File: src/rtl/uart_buffer_sequencer_pkg.sv
// Shared encodings for the UART buffer sequencer: FSM states and per-byte
// operation modes.
package uart_buffer_sequencer_pkg;

    localparam int BYTE_W  = 8;
    localparam int STATE_W = 3;
    localparam int MODE_W  = 2;

    localparam logic [STATE_W-1:0] ST_IDLE  = 3'd0;
    localparam logic [STATE_W-1:0] ST_READ  = 3'd1;
    localparam logic [STATE_W-1:0] ST_WRITE = 3'd2;
    localparam logic [STATE_W-1:0] ST_KICK  = 3'd3;
    localparam logic [STATE_W-1:0] ST_DRAIN = 3'd4;

    localparam logic [MODE_W-1:0] MODE_PASS = 2'd0;
    localparam logic [MODE_W-1:0] MODE_INV  = 2'd1;
    localparam logic [MODE_W-1:0] MODE_ADD  = 2'd2;
    localparam logic [MODE_W-1:0] MODE_XOR  = 2'd3;

    // Pass-through frames still walk the buffer but never write it back.
    function automatic logic mode_writes(input logic [MODE_W-1:0] m);
        return m != MODE_PASS;
    endfunction

endpackage

File: src/rtl/uart_buffer_sequencer_xform.sv
// Combinational per-byte transform applied to each buffer byte on its way
// back to the handler.
module uart_byte_xform
    import uart_buffer_sequencer_pkg::*;
(
    input  logic [MODE_W-1:0] mode,
    input  logic [BYTE_W-1:0] key,
    input  logic [BYTE_W-1:0] din,
    output logic [BYTE_W-1:0] dout
);

    always_comb begin
        // NOTE: assign a default before the case so no path leaves dout unassigned (no latch).
        dout = din;
        case (mode)
            MODE_PASS: dout = din;
            MODE_INV:  dout = ~din;
            MODE_ADD:  dout = din + key;
            MODE_XOR:  dout = din ^ key;
            default:   dout = din;
        endcase
    end

endmodule

File: src/rtl/uart_buffer_sequencer.sv
// Walks the handler buffer once per frame (read, transform, write back),
// accumulates a byte checksum and hands the buffer back with a start pulse.
module uart_buffer_sequencer
    import uart_buffer_sequencer_pkg::*;
#(
    parameter int RAM_SIZE  = 64,
    parameter int ADDR_BITS = 6
) (
    input  logic                 clk,
    input  logic                 reset,
    input  logic                 enable,
    input  logic [1:0]           mode,
    input  logic [7:0]           key,
    input  logic                 ready,
    input  logic [7:0]           rdata,
    output logic [ADDR_BITS-1:0] addr,
    output logic                 writeEnable,
    output logic [7:0]           wdata,
    output logic                 start,
    output logic                 busy,
    output logic [7:0]           checksum,
    output logic [15:0]          frame_count
);

    localparam logic [ADDR_BITS-1:0] LAST_IDX = ADDR_BITS'(RAM_SIZE - 1);

    logic [STATE_W-1:0]   state_q, state_d;
    logic [ADDR_BITS-1:0] index_q, index_d;
    logic [BYTE_W-1:0]    sum_q, sum_d;
    logic [BYTE_W-1:0]    checksum_q, checksum_d;
    logic [15:0]          frame_count_q, frame_count_d;
    logic [MODE_W-1:0]    mode_q, mode_d;
    logic [BYTE_W-1:0]    key_q, key_d;
    logic [BYTE_W-1:0]    xbyte;

    uart_byte_xform u_xform (
        .mode (mode_q),
        .key  (key_q),
        .din  (rdata),
        .dout (xbyte)
    );

    always_comb begin
        state_d       = state_q;
        index_d       = index_q;
        sum_d         = sum_q;
        checksum_d    = checksum_q;
        frame_count_d = frame_count_q;
        mode_d        = mode_q;
        key_d         = key_q;

        case (state_q)
            ST_IDLE: begin
                if (ready && enable) begin
                    state_d = ST_READ;
                    mode_d  = mode;
                    key_d   = key;
                    index_d = '0;
                    sum_d   = '0;
                end
            end
            // Losing ready mid-walk means the handler reclaimed the buffer.
            ST_READ: begin
                state_d = ready ? ST_WRITE : ST_IDLE;
            end
            ST_WRITE: begin
                if (!ready) begin
                    state_d = ST_IDLE;
                end else begin
                    sum_d = sum_q + xbyte;
                    if (index_q == LAST_IDX) begin
                        state_d = ST_KICK;
                    end else begin
                        index_d = index_q + 1'b1;
                        state_d = ST_READ;
                    end
                end
            end
            ST_KICK: begin
                checksum_d    = sum_q;
                frame_count_d = frame_count_q + 16'd1;
                state_d       = ST_DRAIN;
            end
            ST_DRAIN: begin
                if (!ready) state_d = ST_IDLE;
            end
            default: state_d = ST_IDLE;
        endcase
    end

    always_ff @(posedge clk) begin
        // NOTE: sequential state uses non-blocking assignments only, so every register samples pre-edge values.
        if (reset) begin
            state_q       <= ST_IDLE;
            index_q       <= '0;
            sum_q         <= '0;
            checksum_q    <= '0;
            frame_count_q <= '0;
            mode_q        <= MODE_PASS;
            key_q         <= '0;
        end else begin
            state_q       <= state_d;
            index_q       <= index_d;
            sum_q         <= sum_d;
            checksum_q    <= checksum_d;
            frame_count_q <= frame_count_d;
            mode_q        <= mode_d;
            key_q         <= key_d;
        end
    end

    always_comb begin
        addr        = '0;
        wdata       = '0;
        writeEnable = 1'b0;
        if (state_q == ST_READ) begin
            addr = index_q;
        end else if (state_q == ST_WRITE) begin
            addr        = index_q;
            wdata       = xbyte;
            writeEnable = ready && mode_writes(mode_q);
        end
    end

    assign start       = (state_q == ST_KICK);
    assign busy        = (state_q != ST_IDLE);
    assign checksum    = checksum_q;
    assign frame_count = frame_count_q;

endmodule

File: config.mk
export PLATFORM = sky130hd
export DESIGN_NAME = uart_buffer_sequencer
export DESIGN_NICKNAME = d
export VERILOG_FILES = /design/src/rtl/uart_buffer_sequencer_pkg.sv /design/src/rtl/uart_buffer_sequencer_xform.sv /design/src/rtl/uart_buffer_sequencer.sv
export SDC_FILE = /design/constraint.sdc
export NUM_CORES = 1
export LEC_CHECK = 0
export CORE_MARGIN = 2
export CORE_UTILIZATION = 24
export DETAILED_ROUTE_END_ITERATION = 10
export PLACE_DENSITY = 0.41
export SLEW_MARGIN = 40
export SYNTH_ARGS = -nofsm -noshare
export SYNTH_HDL_FRONTEND = slang
export SYNTH_SLANG_ARGS = --single-unit
File: constraint.sdc
create_clock -name clk -period 7.25 [get_ports clk]
set_input_delay 2.175 -clock clk [delete_from_list [all_inputs] [get_ports clk]]
set_output_delay 2.175 -clock clk [all_outputs]
set_load 0.02 [all_outputs]
==> key figures <==
STA
  • Worst-Margin Slew: roughly 730 ps
  • Fin. max-slew vios: 0
  • Max frequency: 0.141 GHz
  • Hold Fails Final Rpt: 0
  • Final Skew: 5.13 ps
  • Final setup vio count: 0
  • Tmin final: 7090 ps
  • Post-route clock period utilization: 0.979
  • RSZ-0062 raised after global routing: no
  • Relative slew slack: 0.511

Clocking
  • CTS root buf: clkbuf_16
  • Clock-pin slew on the worst setup and hold paths: ~70 ps
  • Post-CTS resize count: 1
  • Clock Path Buffers: 2
  • CTS tree: yes
  • Post-CTS Setup Repair Bufs: 0
  • H-tree lvl count: 2
  • Hold Buf Count CTS: 0
  • Latest clock arrival within the worst-skew pair: 300 ps
  • CTS Sinks: 51
  • Total CTS buffers: 5

Synth
  • Number of enable flip-flop cells after synthesis: 0
  • Synth area leaders: dfxtp_1, nand2_1, ha_1
  • Cells after Synth: 377
  • Most frequent cell after synthesis: nand2_1
  • Synth cell types: 51
  • Async SR Flop Fraction: 0
  • Top cell type's share of synthesized area: 0.349
  • Sequential share of the synthesized area: 0.349
  • Post-synthesis net count: 417
  • Most frequent cells after synthesis: nand2_1, dfxtp_1, nor2_1
  • Yosys reg bits: 51
  • Mapped cell area: about 0.0029 mm2
  • Synthesized area per cell: 7.76 um2
  • Yosys top cell by area: dfxtp_1
  • Main synth FF type: dfxtp_1
  • Ys Warns: 0

Power
  • Leakage: approximately 1.5 nW
  • Combinational fraction of design power: 0.131
  • Power share of the clock group: 0.404
  • Net Sw Frac: 0.272
  • Switch Pwr: 169 uW
  • Power per Cell Area: 159 mW/mm2
  • VDD IR max: 90.2 uV
  • Power Internal: ~450 uW
  • Seq pwr share: 0.465

Detailed routing
  • Initial DRC Count: 81
  • Antenna viol nets, final: 0
  • Vias per cell: 4.73
  • Drt pass-1 iters: 4
  • Residual DRC count: 0
  • WL final: 8.38 mm
  • Routed vias: 2,786
  • Routed len/inst: 14.2 um

Worst setup path
  • Reg-to-Reg End: sum_q[7]$_SDFFE_PP0P_
  • Stages on worst setup path: 10
  • Crit-path slowest cell: clkdlybuf4s50_1
  • Worst Path Buf+Inv: 3
  • Kind of critical path: in2out
  • Worst R2R Setup Slack: 3830 ps
  • Depth of the worst register-to-register path: 17
  • Worst Path Max Fanout: 2
  • Top cell family by delay on the critical path: buffers and inverters
  • WP data arrival: just under 5000 ps
  • Worst Setup SP: rdata[0]
  • CP startpoint kind: input port
  • WP data required: 5080 ps
  • Slowest stage delay, CP: 650 ps
  • Crit path to: wdata[4]
  • Critical path capture point type: output port
  • Crit-path cells: clkdlybuf4s50_1 > ha_1 > fa_1 > a21o_1 > a21o_1 > buf_4 > a31oi_1 > nor2_1 > nor4_1 > clkdlybuf4s50_1
  • Worst R2R Start: key_q[0]$_SDFFE_PP0P_

Die
  • Initial core utilization: 0.244
  • Core area: around 0.012 mm2
  • Die height: ~110 um
  • I/O pin total: 63
  • Die Width: 114 um
  • Die ar.: 0.0131 mm2
  • Row count: 40

Global route
  • Global-route wire length before repair: 13.7 mm
  • Initial antenna violation count: 0
  • Maximum number of pins on one net before global-route repair: 54
  • Overflow after GRT: 0
  • Vias in the first global route: between 2k and 3k
  • Global Route Usage Sum: 0.131

Final layout
  • Storage element area: 0.00102 mm2
  • Fin area: 0.00390 mm2
  • # diodes: 0
  • Final nets: 481
  • Layout Cells excl Fill: 589
  • Share of cells above drive strength 1: 0.0633
  • Multi-input gate area: 0.00181 mm2
  • Layout area overhead: 33.2%
  • Core Util, Final: 0.326
  • Fillers: 1,280

Run
  • Max Cap Violations: 0

Placed design
  • Placement Cell Area: 0.00374 mm2
  • Port bufs: 62
  • Final HPWL DP: 6.10 mm
  • GP Congestion: 0.829
  • Placed Cells incl. Taps: 581

Outcome
  • Status: finished, final reports clean

Worst hold path
  • Hold WC Path Type: reg2reg
worst reg2reg max path, stage by stage (launching register included):
cell      delay (ps)
dfxtp_1          330
ha_1             210
fa_1             410
a21o_1           180
a21o_1           180
a21o_1           170
a21o_1           180
a31oi_1          160
nor2_1            80
buf_4            160
a211oi_1         330
ha_1             320
nor2_1           110
nor2_1            60
o41ai_2           90
nor2b_1           90
mux2i_1          140
nand4_1           90
stage by stage:
stage | setup slack, ps | hold slack, ps | power (mW) | TNS, ps
6_report | 155 | 454 | 0.621 | 0
5_1_grt | 24.2 | 472 | 0.651 | 0
4_1_cts | 143 | 461 | 0.629 | 0
3_5_place_dp | -120 | 451 | 0.377 | -120
3_3_place_gp | -105 | 447 | 0.378 | -105
2_1_floorplan | 782 | 440 | 0.343 | 0
worst min path at each step:
stage                             start                        to  slack [ps]  depth (start not counted)
2_1_floorplan     key_q[0]$_SDFFE_PP0P_     key_q[0]$_SDFFE_PP0P_         440                          2
3_3_place_gp   checksum[4]$_SDFFE_PP0P_  checksum[4]$_SDFFE_PP0P_         450                          2
3_5_place_dp   checksum[4]$_SDFFE_PP0P_  checksum[4]$_SDFFE_PP0P_         450                          2
4_1_cts        checksum[4]$_SDFFE_PP0P_  checksum[4]$_SDFFE_PP0P_         460                          2
5_1_grt        checksum[5]$_SDFFE_PP0P_  checksum[5]$_SDFFE_PP0P_         470                          2
6_report       checksum[4]$_SDFFE_PP0P_  checksum[4]$_SDFFE_PP0P_         450                          2
sequential cells by signal (all words and copies together), names as in the netlist:
register,count
mode_q,2
sum_q,8
index_q,6
frame_count,16
checksum,8
key_q,8
state_q,3
layer usage:
metal | track usage | part of all wire | up-vias
li1 | - | - | 1442
met1 | 0.170 | 0.49 | 1302
met2 | 0.226 | 0.47 | 34
met3 | 0.0175 | 0.022 | 8
met4 | 0.0415 | 0.014 | 0
met5 | 0 | 0 | -
logic make-up after synthesis:
kind of cell | after synthesis | share of synthesized area
AOI/OAI and AO/OA | 75 | 0.160
and+or+nand+nor | 182 | 0.294
DFF | 51 | 0.349
muxes | 3 | 0.0107
xor gates and xnor gates | 23 | 0.0689
buffers and inverters | 25 | 0.0351
adders and majority gates | 18 | 0.0822
cells in the final DEF (no fill, tap or decap), drive strengths merged, types with 3 or more instances in the layout:
master / n
nand2: 57
a211oi: 3
and3: 5
ha: 16
nor3: 15
nor2b: 5
nand4: 7
nor4: 3
xnor2: 7
clkdlybuf4s50: 59
a21oi: 39
o21ai: 7
a21o: 5
and2: 9
nor2: 45
inv: 10
xor2: 16
buf: 12
a31oi: 7
clkbuf: 5
dfxtp: 51
nand3: 17
nand2b: 9
nand3b: 4
power by group through the flow:
stage	Sequential, mW	Combinational (mW)	Clock (mW)
2_1_floorplan	0.292	0.0509	0
3_3_place_gp	0.296	0.0820	0
3_5_place_dp	0.296	0.0816	0
4_1_cts	0.289	0.0823	0.258
5_1_grt	0.290	0.0909	0.270
6_report	0.289	0.0814	0.251
final cells by class:
| class | count | share of cell area |
|---|---|---|
| multi-input cells | 301 | 0.463 |
| flip-flops and latches | 51 | 0.262 |
| repair buffers | 73 | 0.180 |
| well taps | 147 | 0.0472 |
| clock buffers | 5 | 0.0321 |
| inverters | 9 | 0.00867 |
| clock inverters | 3 | 0.00706 |
No activity file was read; power rests on OpenSTA's default activity.
